### src/rtl/ariane_bitmanip_pkg.sv
// Shared bit-manipulation definitions: function codes for the bit-count
// datapath and the sequencer's state encoding and defaults.
package ariane_bitmanip_pkg;

  localparam int BM_FUNC_NBITS = 4;

  localparam logic [BM_FUNC_NBITS-1:0] BM_FUNC_CLZ  = 4'd0;
  localparam logic [BM_FUNC_NBITS-1:0] BM_FUNC_CTZ  = 4'd1;
  localparam logic [BM_FUNC_NBITS-1:0] BM_FUNC_CPOP = 4'd2;

  localparam int BM_CTRL_DEPTH = 2;
  // Mirrors ariane_pkg::TRANS_ID_BITS so this slice elaborates standalone.
  localparam int BM_TRANS_ID_BITS = 3;

  typedef enum logic {
    RUN   = 1'b0,
    DRAIN = 1'b1
  } bm_ctrl_state_e;

endpackage

### src/rtl/bitmanip_tag_fifo.sv
// In-order tag FIFO with wrap-bit pointers; clr_i empties it in one cycle.
module bitmanip_tag_fifo #(
  parameter int DEPTH = 2,
  parameter int WIDTH = 3,
  localparam int CW = $clog2(DEPTH) + 1
) (
  input  logic             clk_i,
  input  logic             rst_i,
  input  logic             clr_i,
  input  logic             push_i,
  input  logic [WIDTH-1:0] data_i,
  input  logic             pop_i,
  output logic             full_o,
  output logic             empty_o,
  output logic [CW-1:0]    count_o,
  output logic [WIDTH-1:0] data_o
);

  localparam int IW = (DEPTH > 1) ? $clog2(DEPTH) : 1;

  logic [CW-1:0]                 wr_ptr_q, wr_ptr_d, rd_ptr_q, rd_ptr_d;
  logic [DEPTH-1:0][WIDTH-1:0]   mem_q, mem_d;
  logic [IW-1:0]                 wr_idx, rd_idx;

  // Pointers run modulo 2*DEPTH; the extra bit tells full from empty.
  assign wr_idx  = IW'(wr_ptr_q & CW'(DEPTH - 1));
  assign rd_idx  = IW'(rd_ptr_q & CW'(DEPTH - 1));
  assign count_o = wr_ptr_q - rd_ptr_q;
  assign full_o  = (count_o == CW'(DEPTH));
  assign empty_o = (count_o == '0);
  assign data_o  = mem_q[rd_idx];

  always_comb begin
    wr_ptr_d = wr_ptr_q;
    rd_ptr_d = rd_ptr_q;
    mem_d    = mem_q;
    if (clr_i) begin
      wr_ptr_d = '0;
      rd_ptr_d = '0;
    end else begin
      if (push_i) begin
        mem_d[wr_idx] = data_i;
        wr_ptr_d      = wr_ptr_q + CW'(1);
      end
      if (pop_i) rd_ptr_d = rd_ptr_q + CW'(1);
    end
  end

  always_ff @(posedge clk_i) begin
    if (rst_i) begin
      wr_ptr_q <= '0;
      rd_ptr_q <= '0;
    end else begin
      wr_ptr_q <= wr_ptr_d;
      rd_ptr_q <= rd_ptr_d;
    end
  end

  always_ff @(posedge clk_i) mem_q <= mem_d;

endmodule

### src/rtl/bitmanip_seq_ctrl.sv
// Issue-side sequencer for the bit-count datapath: registers ops, tracks tags
// in order, buffers results for writeback and drains squashed work on flush.
module bitmanip_seq_ctrl
  import ariane_bitmanip_pkg::*;
#(
  parameter int DEPTH         = BM_CTRL_DEPTH,
  parameter int TRANS_ID_BITS = BM_TRANS_ID_BITS,
  parameter int FUNC_BITS     = BM_FUNC_NBITS
) (
  input  logic                     clk_i,
  input  logic                     rst_i,
  input  logic                     flush_i,
  input  logic                     issue_valid_i,
  output logic                     issue_ready_o,
  input  logic [FUNC_BITS-1:0]     issue_func_i,
  input  logic [63:0]              issue_operand_i,
  input  logic [TRANS_ID_BITS-1:0] issue_trans_id_i,
  output logic                     dp_din_valid_o,
  input  logic                     dp_din_ready_i,
  output logic [63:0]              dp_rs1_o,
  output logic [FUNC_BITS-1:0]     dp_func_o,
  input  logic                     dp_dout_valid_i,
  output logic                     dp_dout_ready_o,
  input  logic [63:0]              dp_rd_i,
  output logic                     wb_valid_o,
  input  logic                     wb_ready_i,
  output logic [TRANS_ID_BITS-1:0] wb_trans_id_o,
  output logic [63:0]              wb_result_o
);

  localparam int CW = $clog2(DEPTH) + 1;

  bm_ctrl_state_e             state_q, state_d;
  logic [CW-1:0]              drop_cnt_q, drop_cnt_d;
  logic                       din_valid_q, din_valid_d;
  logic [63:0]                rs1_q, rs1_d;
  logic [FUNC_BITS-1:0]       func_q, func_d;
  logic                       wb_valid_q, wb_valid_d;
  logic [TRANS_ID_BITS-1:0]   wb_id_q, wb_id_d;
  logic [63:0]                wb_res_q, wb_res_d;

  logic                       fifo_full, fifo_empty, fifo_clr, fifo_pop;
  logic [CW-1:0]              fifo_count;
  logic [TRANS_ID_BITS-1:0]   head_tag;
  logic                       din_hs, dout_hs, issue_hs, in_run;

  assign in_run          = (state_q == RUN);
  assign issue_ready_o   = in_run & ~flush_i & ~fifo_full & (~din_valid_q | dp_din_ready_i);
  assign dp_dout_ready_o = ~wb_valid_q | wb_ready_i | ~in_run;
  assign issue_hs        = issue_valid_i & issue_ready_o;
  assign din_hs          = din_valid_q & dp_din_ready_i;
  assign dout_hs         = dp_dout_valid_i & dp_dout_ready_o;
  assign fifo_pop        = dout_hs & in_run & ~flush_i;

  assign dp_din_valid_o = din_valid_q;
  assign dp_rs1_o       = rs1_q;
  assign dp_func_o      = func_q;
  assign wb_valid_o     = wb_valid_q;
  assign wb_trans_id_o  = wb_id_q;
  assign wb_result_o    = wb_res_q;

  bitmanip_tag_fifo #(
    .DEPTH (DEPTH),
    .WIDTH (TRANS_ID_BITS)
  ) u_tag_fifo (
    .clk_i   (clk_i),
    .rst_i   (rst_i),
    .clr_i   (fifo_clr),
    .push_i  (issue_hs),
    .data_i  (issue_trans_id_i),
    .pop_i   (fifo_pop),
    .full_o  (fifo_full),
    .empty_o (fifo_empty),
    .count_o (fifo_count),
    .data_o  (head_tag)
  );

  always_comb begin
    state_d     = state_q;
    drop_cnt_d  = drop_cnt_q;
    din_valid_d = din_valid_q;
    rs1_d       = rs1_q;
    func_d      = func_q;
    wb_valid_d  = wb_valid_q;
    wb_id_d     = wb_id_q;
    wb_res_d    = wb_res_q;
    fifo_clr    = 1'b0;

    if (din_hs) din_valid_d = 1'b0;
    if (issue_hs) begin
      din_valid_d = 1'b1;
      rs1_d       = issue_operand_i;
      func_d      = issue_func_i;
    end
    if (wb_valid_q && wb_ready_i) wb_valid_d = 1'b0;

    unique case (state_q)
      RUN: begin
        if (flush_i) begin
          din_valid_d = 1'b0;
          wb_valid_d  = 1'b0;
          fifo_clr    = 1'b1;
          // Ops still owed by the datapath: exclude the one never handed over
          // and the one returning right now (its result is thrown away).
          drop_cnt_d  = fifo_count - CW'(din_valid_q & ~dp_din_ready_i) - CW'(dout_hs);
          if (drop_cnt_d != '0) state_d = DRAIN;
        end else if (dout_hs) begin
          wb_valid_d = 1'b1;
          wb_res_d   = dp_rd_i;
          wb_id_d    = head_tag;
        end
      end
      DRAIN: begin
        if (dout_hs) begin
          drop_cnt_d = drop_cnt_q - CW'(1);
          if (drop_cnt_d == '0) state_d = RUN;
        end
      end
      default: state_d = RUN;
    endcase
  end

  always_ff @(posedge clk_i) begin
    if (rst_i) begin
      state_q     <= RUN;
      drop_cnt_q  <= '0;
      din_valid_q <= 1'b0;
      rs1_q       <= '0;
      func_q      <= '0;
      wb_valid_q  <= 1'b0;
      wb_id_q     <= '0;
      wb_res_q    <= '0;
    end else begin
      state_q     <= state_d;
      drop_cnt_q  <= drop_cnt_d;
      din_valid_q <= din_valid_d;
      rs1_q       <= rs1_d;
      func_q      <= func_d;
      wb_valid_q  <= wb_valid_d;
      wb_id_q     <= wb_id_d;
      wb_res_q    <= wb_res_d;
    end
  end

  a_dout_has_tag: assert property (@(posedge clk_i) disable iff (rst_i)
    (dout_hs && in_run) |-> !fifo_empty);

endmodule

### config.mk
export PLATFORM = sky130hd
export DESIGN_NAME = bitmanip_seq_ctrl
export DESIGN_NICKNAME = d
export VERILOG_FILES = /design/src/rtl/ariane_bitmanip_pkg.sv /design/src/rtl/bitmanip_tag_fifo.sv /design/src/rtl/bitmanip_seq_ctrl.sv
export SDC_FILE = /design/constraint.sdc
export NUM_CORES = 1
export LEC_CHECK = 0
export ABC_AREA = 1
export BUFFER_PORTS_ARGS = -buffer_cell sky130_fd_sc_hd__buf_4
export CORE_MARGIN = 5
export CORE_UTILIZATION = 46
export CTS_CLUSTER_SIZE = 30
export DETAILED_ROUTE_END_ITERATION = 16
export PLACE_DENSITY = 0.91
export RECOVER_POWER = 25
export SLEW_MARGIN = 20
export SYNTH_ARGS = -nofsm -noshare
export SYNTH_HDL_FRONTEND = slang
export SYNTH_SLANG_ARGS = --single-unit
### constraint.sdc
create_clock -name clk_i -period 2.6 [get_ports clk_i]
set_input_delay 0.26 -clock clk_i [delete_from_list [all_inputs] [get_ports clk_i]]
set_output_delay 0.26 -clock clk_i [all_outputs]
set_load 0.01 [all_outputs]
-- Word-level counts from Yosys, hierarchy flattened
Cells that the tools add are included.
- register bits after elaboration: 150
- input port bits: 142
- word-level logic and storage cells: 74
- add/sub/neg operators: 6
- $lt $le $gt $ge: 3
- equal/unequal tests: 3
- mux-type cells: 23
- bitwise gates (word level): 19
- reduce and logical (&&, ||, !) cells: 8
- operators by type and width (operator ; count):
    2-to-1 mux 1 bit ; 14
    2-to-1 mux 3 bit ; 3
    bitwise AND 1 bit ; 8
    bitwise mux 6 bit ; 1
    inverter 1 bit ; 6
    adder 2 x 1 -> 2 bit, second input constant ; 2
    < comparator 1 x 2 -> 1 bit, second input constant ; 2
    2-to-1 mux 2 bit ; 2
    one-hot mux 2 bit (2 select lines) ; 1
    AND reduction 2 bit ; 2
    subtractor 2 bit ; 2
    demux 3 bit (select 1 bit) ; 1
    OR 1 bit ; 3
    AND reduction 3 bit ; 1
    bitwise AND 1 x 2 -> 2 bit ; 1
    == test 2 bit, second input constant ; 1
    logical AND 1 bit ; 2
    logical NOT 2 bit ; 1
    inequality test 2 x 1 -> 1 bit, second input constant ; 1
    inequality test 2 bit, second input constant ; 1
    inverter 1 -> 2 bit ; 1
    one-hot mux 1 bit (2 select lines) ; 1
    nonzero test 2 bit ; 1
    OR reduction 2 bit ; 1
    3 further kinds ; 3

-- Depth between registers and ports, before layout
Gate-level depths: netlist of run 1.
- depth after elaboration: 9
- gate-level depth with buffers: 15
- mapped depth without buffers: 14

-- By module
From an unflattened synthesis of run 1, not the netlist that was laid out.
- cells, all modules: 970
- area total of the unflattened synthesis: 6342.3 um2
- by module, submodules not included (module ; instances ; cells each ; area each (um2) ; seq. area each (um2)):
    bitmanip_seq_ctrl ; 1 ; 915 ; 5863.1 ; 2802.7
    bitmanip_tag_fifo ; 1 ; 55 ; 479.2 ; 260.2

-- Worst setup path after synthesis of run 1
Ideal clock, no wire load.
- path kind: reg-to-reg
- from: register u_tag_fifo.wr_ptr_q[0]
- to: register u_tag_fifo.mem_q[0] (netlist bit), enable pin
- setup time: 0.319 ns
- arrival time: 1.554 ns
- path slack: 0.727 ns
- cell stages (with the launch flop): 14
- period minus slack after synthesis: 1.873 ns
- cells stage by stage: dfxtp_1 inv_1 ha_1 inv_1 nand2_1 nand2_1 nand2_1 nand2_1 inv_2 nand2_2 nand3_2 buf_6 buf_4 nor2_1
- cells in the longest elaborated chain, start to end: 7
- RTL lines (item ; RTL line ; RTL):
    start: declaration ; bitmanip_tag_fifo.sv:21 ; logic [CW-1:0] wr_ptr_q, wr_ptr_d, rd_ptr_q, rd_ptr_d;
    start signal: assignment ; bitmanip_tag_fifo.sv:54 ; wr_ptr_q <= wr_ptr_d;
    subtractor 2 bit ; bitmanip_tag_fifo.sv:28 ; assign count_o = wr_ptr_q - rd_ptr_q;
    == test 2 bit ; bitmanip_tag_fifo.sv:29 ; assign full_o = (count_o == CW'(DEPTH));
    inverter 1 bit ; bitmanip_seq_ctrl.sv:48 ; assign issue_ready_o = in_run & ~flush_i & ~fifo_full & (~din_valid_q | dp_din_ready_i);
    bitwise AND 1 bit (2 in series) ; bitmanip_seq_ctrl.sv:48 ;
    bitwise AND 1 bit ; bitmanip_seq_ctrl.sv:50 ; assign issue_hs = issue_valid_i & issue_ready_o;
    AND reduction 2 bit (no source line) ; n/a ;
    end signal: assignment ; bitmanip_tag_fifo.sv:59 ; always_ff @(posedge clk_i) mem_q <= mem_d;
    end: declaration ; bitmanip_tag_fifo.sv:22 ; logic [DEPTH-1:0][WIDTH-1:0] mem_q, mem_d;
No other way between the ends.
A chain may end at the register's enable or synchronous reset.

-- Final worst setup path of run 1
- from: register u_tag_fifo.wr_ptr_q[0]
- to: register u_tag_fifo.mem_q[4] (netlist bit), enable pin
The elaborated chain is that of the path after synthesis.

==> results.md, run 1 <==
* H-tree depth at 4
* Lkg Pwr at 4.09 nW
* Vias at 5698
* Mapped Cells at 820
* Worst Max-Slew Pin Slew at 534 ps
* Comb pwr share at 16.3%
* Cell with the most instances after synthesis: nand2_1
* Largest net degree at the start of global routing at 57
* Full die area at 15100 µm²
* Core Util, Final at between 60% and 70%
* Layout cells sized above 1 at 23.9%
* Setup bufs post-CTS at 0
* Residual DRC at 0
* Root Driver: clkbuf_16
* Mapped Nets at roughly 970
* Worst EP required at 2680 ps
* Psw at 1.51 mW
* Vias per cell at 4.50
* Fin Hold WS at 71.6 ps
* Hold buffers post-CTS at 0
* Final setup vio count at 0
* Clk buf depth at 2
* Number of synthesized flops with an enable pin at 6
* Power Dens Cells at 691 nW/µm²
* Starting DRT DRC Count at 290
* First-pass GRT wire length at 25300 µm
* WL per Instance at approximately 13 µm
* Unrepaired setup endpoints after global routing: false
* Antenna cells at 0
* Hold crit path type: in2reg
* Total GRT Usage at 21.4%
* FP Rows at 41
* Max_slew headroom at around 64%
* Worst Skew at 7.97 ps
* Setup tns final at 0 ps
* Synth top area share at 49.3%
* Placer's final routability congestion estimate at 0.778
* Vias in the first global route at 5393
* Top cell type by total area after synthesis: dfxtp_1
* # clock sinks at 150
* Async SR Flop Fraction at 0%
* ANT nets after route at 0
* Post-CTS Resized at 0
* Final Hold Viols at 0
* Final period utilization at 79.5%
* Cell-by-cell trace of the critical path: inv_1 > ha_1 > inv_1 > nand2_1 > nand2_1 > nand2_1 > nand2_1 > inv_2 > nand2_2 > nand3_4 > nor2_1
* Int Power at between 4 and 5 mW
* Status: finished, final reports clean
* GRT overflow at 0
* Critical path type: reg2reg
* Yosys reg bits at 150
* Setup WS pre-CTS at 500 ps
* Mean Syn Cell Area at slightly above 7 µm²
* Switch share at a little over a quarter
* Crit path largest cell delay at approximately 360 ps
* Worst vdd ir at 467 µV
* Initial antenna violation count at 0
* IO Port Bufs at 280
* Initial Util at 46.5%
* Clk pwr share at 39.0%
* Die X at 123 µm
* Synthesis-to-layout area growth at 42.2%
* DP Cell Count at 1235
* Crit Path Max Fanout at 32
* Synth area leaders: dfxtp_1, nand2_1, nor2_1, a21oi_1, inv_1
* Placed Area at 8020 µm²
* Crit path DAT at roughly 2100 ps
* Detail Placement HPWL at between 10000 and 15000 µm
* Warnings from Yosys at 0
* CP top delay family: simple AND/OR/NAND/NOR gates
* Top post-synthesis cells by count: nand2_1, nor2_1, dfxtp_1
* Most frequent CP cell: nand2_1
* CTS buffer count at 17
* Power consumption at 5.75 mW
* CP startpoint kind: flip-flop
* # IOs at 281
* Mapped Area at between 5000 and 6000 µm²
* Sequential power share at 44.7%
* Later-pin clock latency in the skew report at 400 ps
* CP bufs+invs at 3
* Post-synthesis sequential area ratio at 52.4%
* TritonCTS clock tree: built
* Slowest-stage cell, CP: dfxtp_1
* Fin worst setup slack at 533 ps
* Final min period at 2070 ps
* Final slew viol count at 0
* Clock Pin Slew Worst Setup and Hold Paths at 60 ps
* DRT Pass-1 Iters at 4
* MaxCap Viol Count at 0
* Die Ht at about 120 µm
* DRT Wirelength at approximately 17000 µm
* Predominant post-synthesis flop cell: dfxtp_1
* Max Clk Rate at ~0.48 GHz
* Post-route cell area at around 8300 µm²
* Synth cell types at 21
* Core region area at 12600 µm²
* Nets at 1227
* Crit. End Element: flip-flop
* Non-Filler Instances at 1267
## worst paths after layout
kind | start | to | slack [ps] | cells past startpoint
worst max-delay path | u_tag_fifo.wr_ptr_q[0] | u_tag_fifo.mem_q[4] | 530 | 11
worst min-delay path | issue_trans_id_i[2] | u_tag_fifo.mem_q[5] | 70 | 1
worst max register to register | u_tag_fifo.wr_ptr_q[0] | u_tag_fifo.mem_q[4] | 530 | 11
worst min register to register | wb_result_o[44] | wb_result_o[44] | 460 | 2
## routing by layer
metal	GRT usage [%]	vias up	part of all wire (%)
met5	0	-	0
met4	8.26	0	2.2
met3	10.6	24	13
met2	37.0	211	48
met1	22.1	2484	36
li1	-	2979	-
## power groups by stage
stage | clock, mW | combinational [mW] | sequential (mW)
2_1_floorplan | 0 | 0.439 | 2.68
3_3_place_gp | 0 | 0.977 | 2.61
3_5_place_dp | 0 | 0.998 | 2.62
4_1_cts | 2.29 | 1.01 | 2.57
5_1_grt | 2.40 | 1.05 | 2.59
6_report | 2.24 | 0.938 | 2.57
## placed cells by master, fill, tap and decap left out, types with 2 or more instances in the layout
| cell | n |
|---|---|
| clkinv_4 | 3 |
| a21oi_1 | 72 |
| buf_4 | 214 |
| edfxtp_1 | 6 |
| nand2_2 | 2 |
| nand2_1 | 293 |
| clkinv_2 | 6 |
| inv_1 | 84 |
| ha_1 | 3 |
| clkbuf_4 | 2 |
| nand3_1 | 5 |
| xor2_1 | 2 |
| inv_2 | 6 |
| dfxtp_1 | 144 |
| clkinvlp_4 | 3 |
| clkbuf_1 | 69 |
| nor2_1 | 145 |
| clkbuf_16 | 17 |
| o21ai_0 | 5 |
| a31oi_1 | 3 |
| buf_12 | 4 |
## flip-flops by register name, indices dropped and copies added, names as in the netlist
signal and flops:
dp_func_o 4, dp_rs1_o 64, u_tag_fifo.rd_ptr_q 2, wb_valid_o 1, u_tag_fifo.mem_q 6, drop_cnt_q 2, u_tag_fifo.wr_ptr_q 2, wb_trans_id_o 3
state_q 1, wb_result_o 64, dp_din_valid_o 1
## cell families after synthesis
logic type / after synthesis / share of synthesized area (%)
DFF: 150 / 52.4
xor gates and xnor gates: 2 / 0.300
adders and majority gates: 3 / 0.642
buffers and inverters: 135 / 10.3
and+or+nand+nor: 450 / 29.5
AOI/OAI and AO/OA: 80 / 6.91
## final cells by class
type | instances | area (µm²)
Timing Repair Buffer | 288 | 1960
Fill cell | 1087 | 4250
Clock inverter | 13 | 109
Tap cell | 172 | 215
Sequential cell | 150 | 3060
Clock buffer | 19 | 443
Multi-Input combinational cell | 535 | 2190
Inverter | 90 | 338
No activity file was read; power rests on OpenSTA's default activity.
==> inputs of run 2 (changes only) <==
==> constraint.sdc (replaced) <==
create_clock -name clk_i -period 2 [get_ports clk_i]
set_input_delay 0.2 -clock clk_i [delete_from_list [all_inputs] [get_ports clk_i]]
set_output_delay 0.2 -clock clk_i [all_outputs]
set_load 0.01 [all_outputs]
==> run 2 against run 1 <==
  * Setup slack lost 390 ps
  * Power grew 35%
  * Non-clock buffer count grew 29
  * Clock power grew 40%
  * Sequential share of layout area shrank 1.4 points
  * Global-route usage grew 2.3 points
  * Routed wire length grew 8.7%
  * Hold slack lost 61 ps
  * Clock skew shrank 1.7 ps
  * First-iteration DRC count grew 35%
  * Largest cell class unchanged
  * Largest power group unchanged
  * Highest routed layer unchanged
==> results.md, run 2 (synthesis results as in run 1) <==
* Worst Max-Slew Pin Slew at around 470 ps
* Most common cell after layout, fill and taps aside: nand2_1
* DRT Wirelength at ~18000 µm
* Unrepaired setup endpoints after global routing: false
* Fin Hold WS at 10.8 ps
* # clock sinks at 150
* Worst vdd ir at 499 µV
* H-tree depth at 4
* Initial Util at 46.5%
* TritonCTS clock tree: built
* Vias at 5951
* Vias in the first global route at 5722
* Die Ht at 123 µm
* Total GRT Usage at 23.6%
* CTS buffer count at 17
* Most frequent cells in the layout: nand2_1, buf_4, nor2_1
* Most frequent CP cell: nand2_1
* Clock Pin Slew Worst Setup and Hold Paths at 60 ps
* IO Port Bufs at 280
* Max_slew headroom at 68.5%
* Status: finished, final reports clean
* Initial antenna violation count at 0
* Max Clk Rate at 0.539 GHz
* Later-pin clock latency in the skew report at 410 ps
* Slowest-stage cell, CP: dfxtp_2
* Die X at 123 µm
* Core region area at 12600 µm²
* Clk buf depth at 2
* Final Hold Viols at 0
* Hold crit path type: in2reg
* Synthesis-to-layout area growth at 47.9%
* Final slew viol count at 0
* First-pass GRT wire length at 27800 µm
* FP Rows at 41
* Core Util, Final at 68.8%
* Final min period at 1860 ps
* Layout cells sized above 1 at about a quarter
* Lkg Pwr at 4.24 nW
* DRT Pass-1 Iters at 5
* Worst EP required at 1800 ps
* Critical path type: reg2out
* Placer's final routability congestion estimate at 0.775
* Crit Path Max Fanout at 4
* Antenna cells at 0
* Power consumption at ~8 mW
* Power Dens Cells at 899 nW/µm²
* Root Driver: clkbuf_16
* Worst Skew at 6.30 ps
* # IOs at 281
* Cell-by-cell trace of the critical path: inv_2 > ha_1 > inv_1 > nand2_1 > nand2_1 > nand2_1 > nand2_2 > inv_2 > nand2_2 > nand2_1 > inv_1 > buf_4
* ANT nets after route at 0
* Starting DRT DRC Count at around 390
* MaxCap Viol Count at 0
* CP startpoint kind: flip-flop
* Setup tns final at 0 ps
* Crit path DAT at 1660 ps
* Crit path largest cell delay at 330 ps
* Detail Placement HPWL at about 12000 µm
* Full die area at 15100 µm²
* Largest net degree at the start of global routing at between 80 and 90
* WL per Instance at approximately 14 µm
* Crit. End Element: primary output
* Final period utilization at 92.8%
* Residual DRC at 0
* GRT overflow at 0
* Final setup vio count at 0
* Vias per cell at 4.59
* Nets at 1256
==> run 2: repair_timing <==
item,CTS,global route
gates resized for setup,0,3
endpoints found under the hold margin,31,0
setup buffers,0,1
hold buffers,28,0
endpoints found under the setup margin,0,47
==> run 2: final timing paths <==
kind                                             start         endpoint  slack, ps  cells past startpoint
worst max-delay path            u_tag_fifo.wr_ptr_q[0]    issue_ready_o        140                     12
worst max register to register  u_tag_fifo.wr_ptr_q[0]     dp_rs1_o[17]        220                     13
worst min register to register         wb_result_o[55]  wb_result_o[55]        460                      2
worst min-delay path               issue_operand_i[12]     dp_rs1_o[12]         10                      3
==> run 2: layer usage <==
metal	track usage (%)	wire length, µm	vias up
met5	0	0	-
met4	9.87	496	0
met3	10.7	2280	33
met2	40.8	8820	253
met1	24.9	6590	2629
li1	-	-	3036
==> run 2: final cells by class <==
type	instances	area, µm²
repair buffers	317	2250
clock inverters	8	96.3
flip-flops and latches	150	3060
well taps	172	215
clock buffers	24	492
inverters	90	338
fillers	1041	3920
multi-input cells	535	2190
==> run 2: stage by stage <==
step / setup slack, ps / instances / cell area [µm²]
6_report: 144 / 1296 / 8650
5_1_grt: 0.117 / 1296 / 8650
4_1_cts: 21.8 / 1295 / 8890
3_5_place_dp: 190 / 1235 / 8020
3_3_place_gp: 251 / 1235 / 8020
2_1_floorplan: 127 / 820 / 5850
==> run 2: worst max-delay path: cells and delay by family (launching register included) <==
| kind | cells | cell delay [ps] |
|---|---|---|
| AND/OR/NAND/NOR | 6 | 410 |
| flip-flops | 1 | 330 |
| buffers and inverters | 5 | 330 |
| adder cells (fa/ha/maj) | 1 | 180 |
==> run 2: power by group <==
| group | switching, mW | internal [mW] | total (mW) | leakage, nW |
|---|---|---|---|---|
| clock network | 1.18 | 1.96 | 3.14 | 0.290 |
| logic | 0.700 | 0.591 | 1.29 | 2.72 |
| registers | 0.116 | 3.22 | 3.34 | 1.23 |
| total | 1.99 | 5.78 | 7.77 | 4.24 |
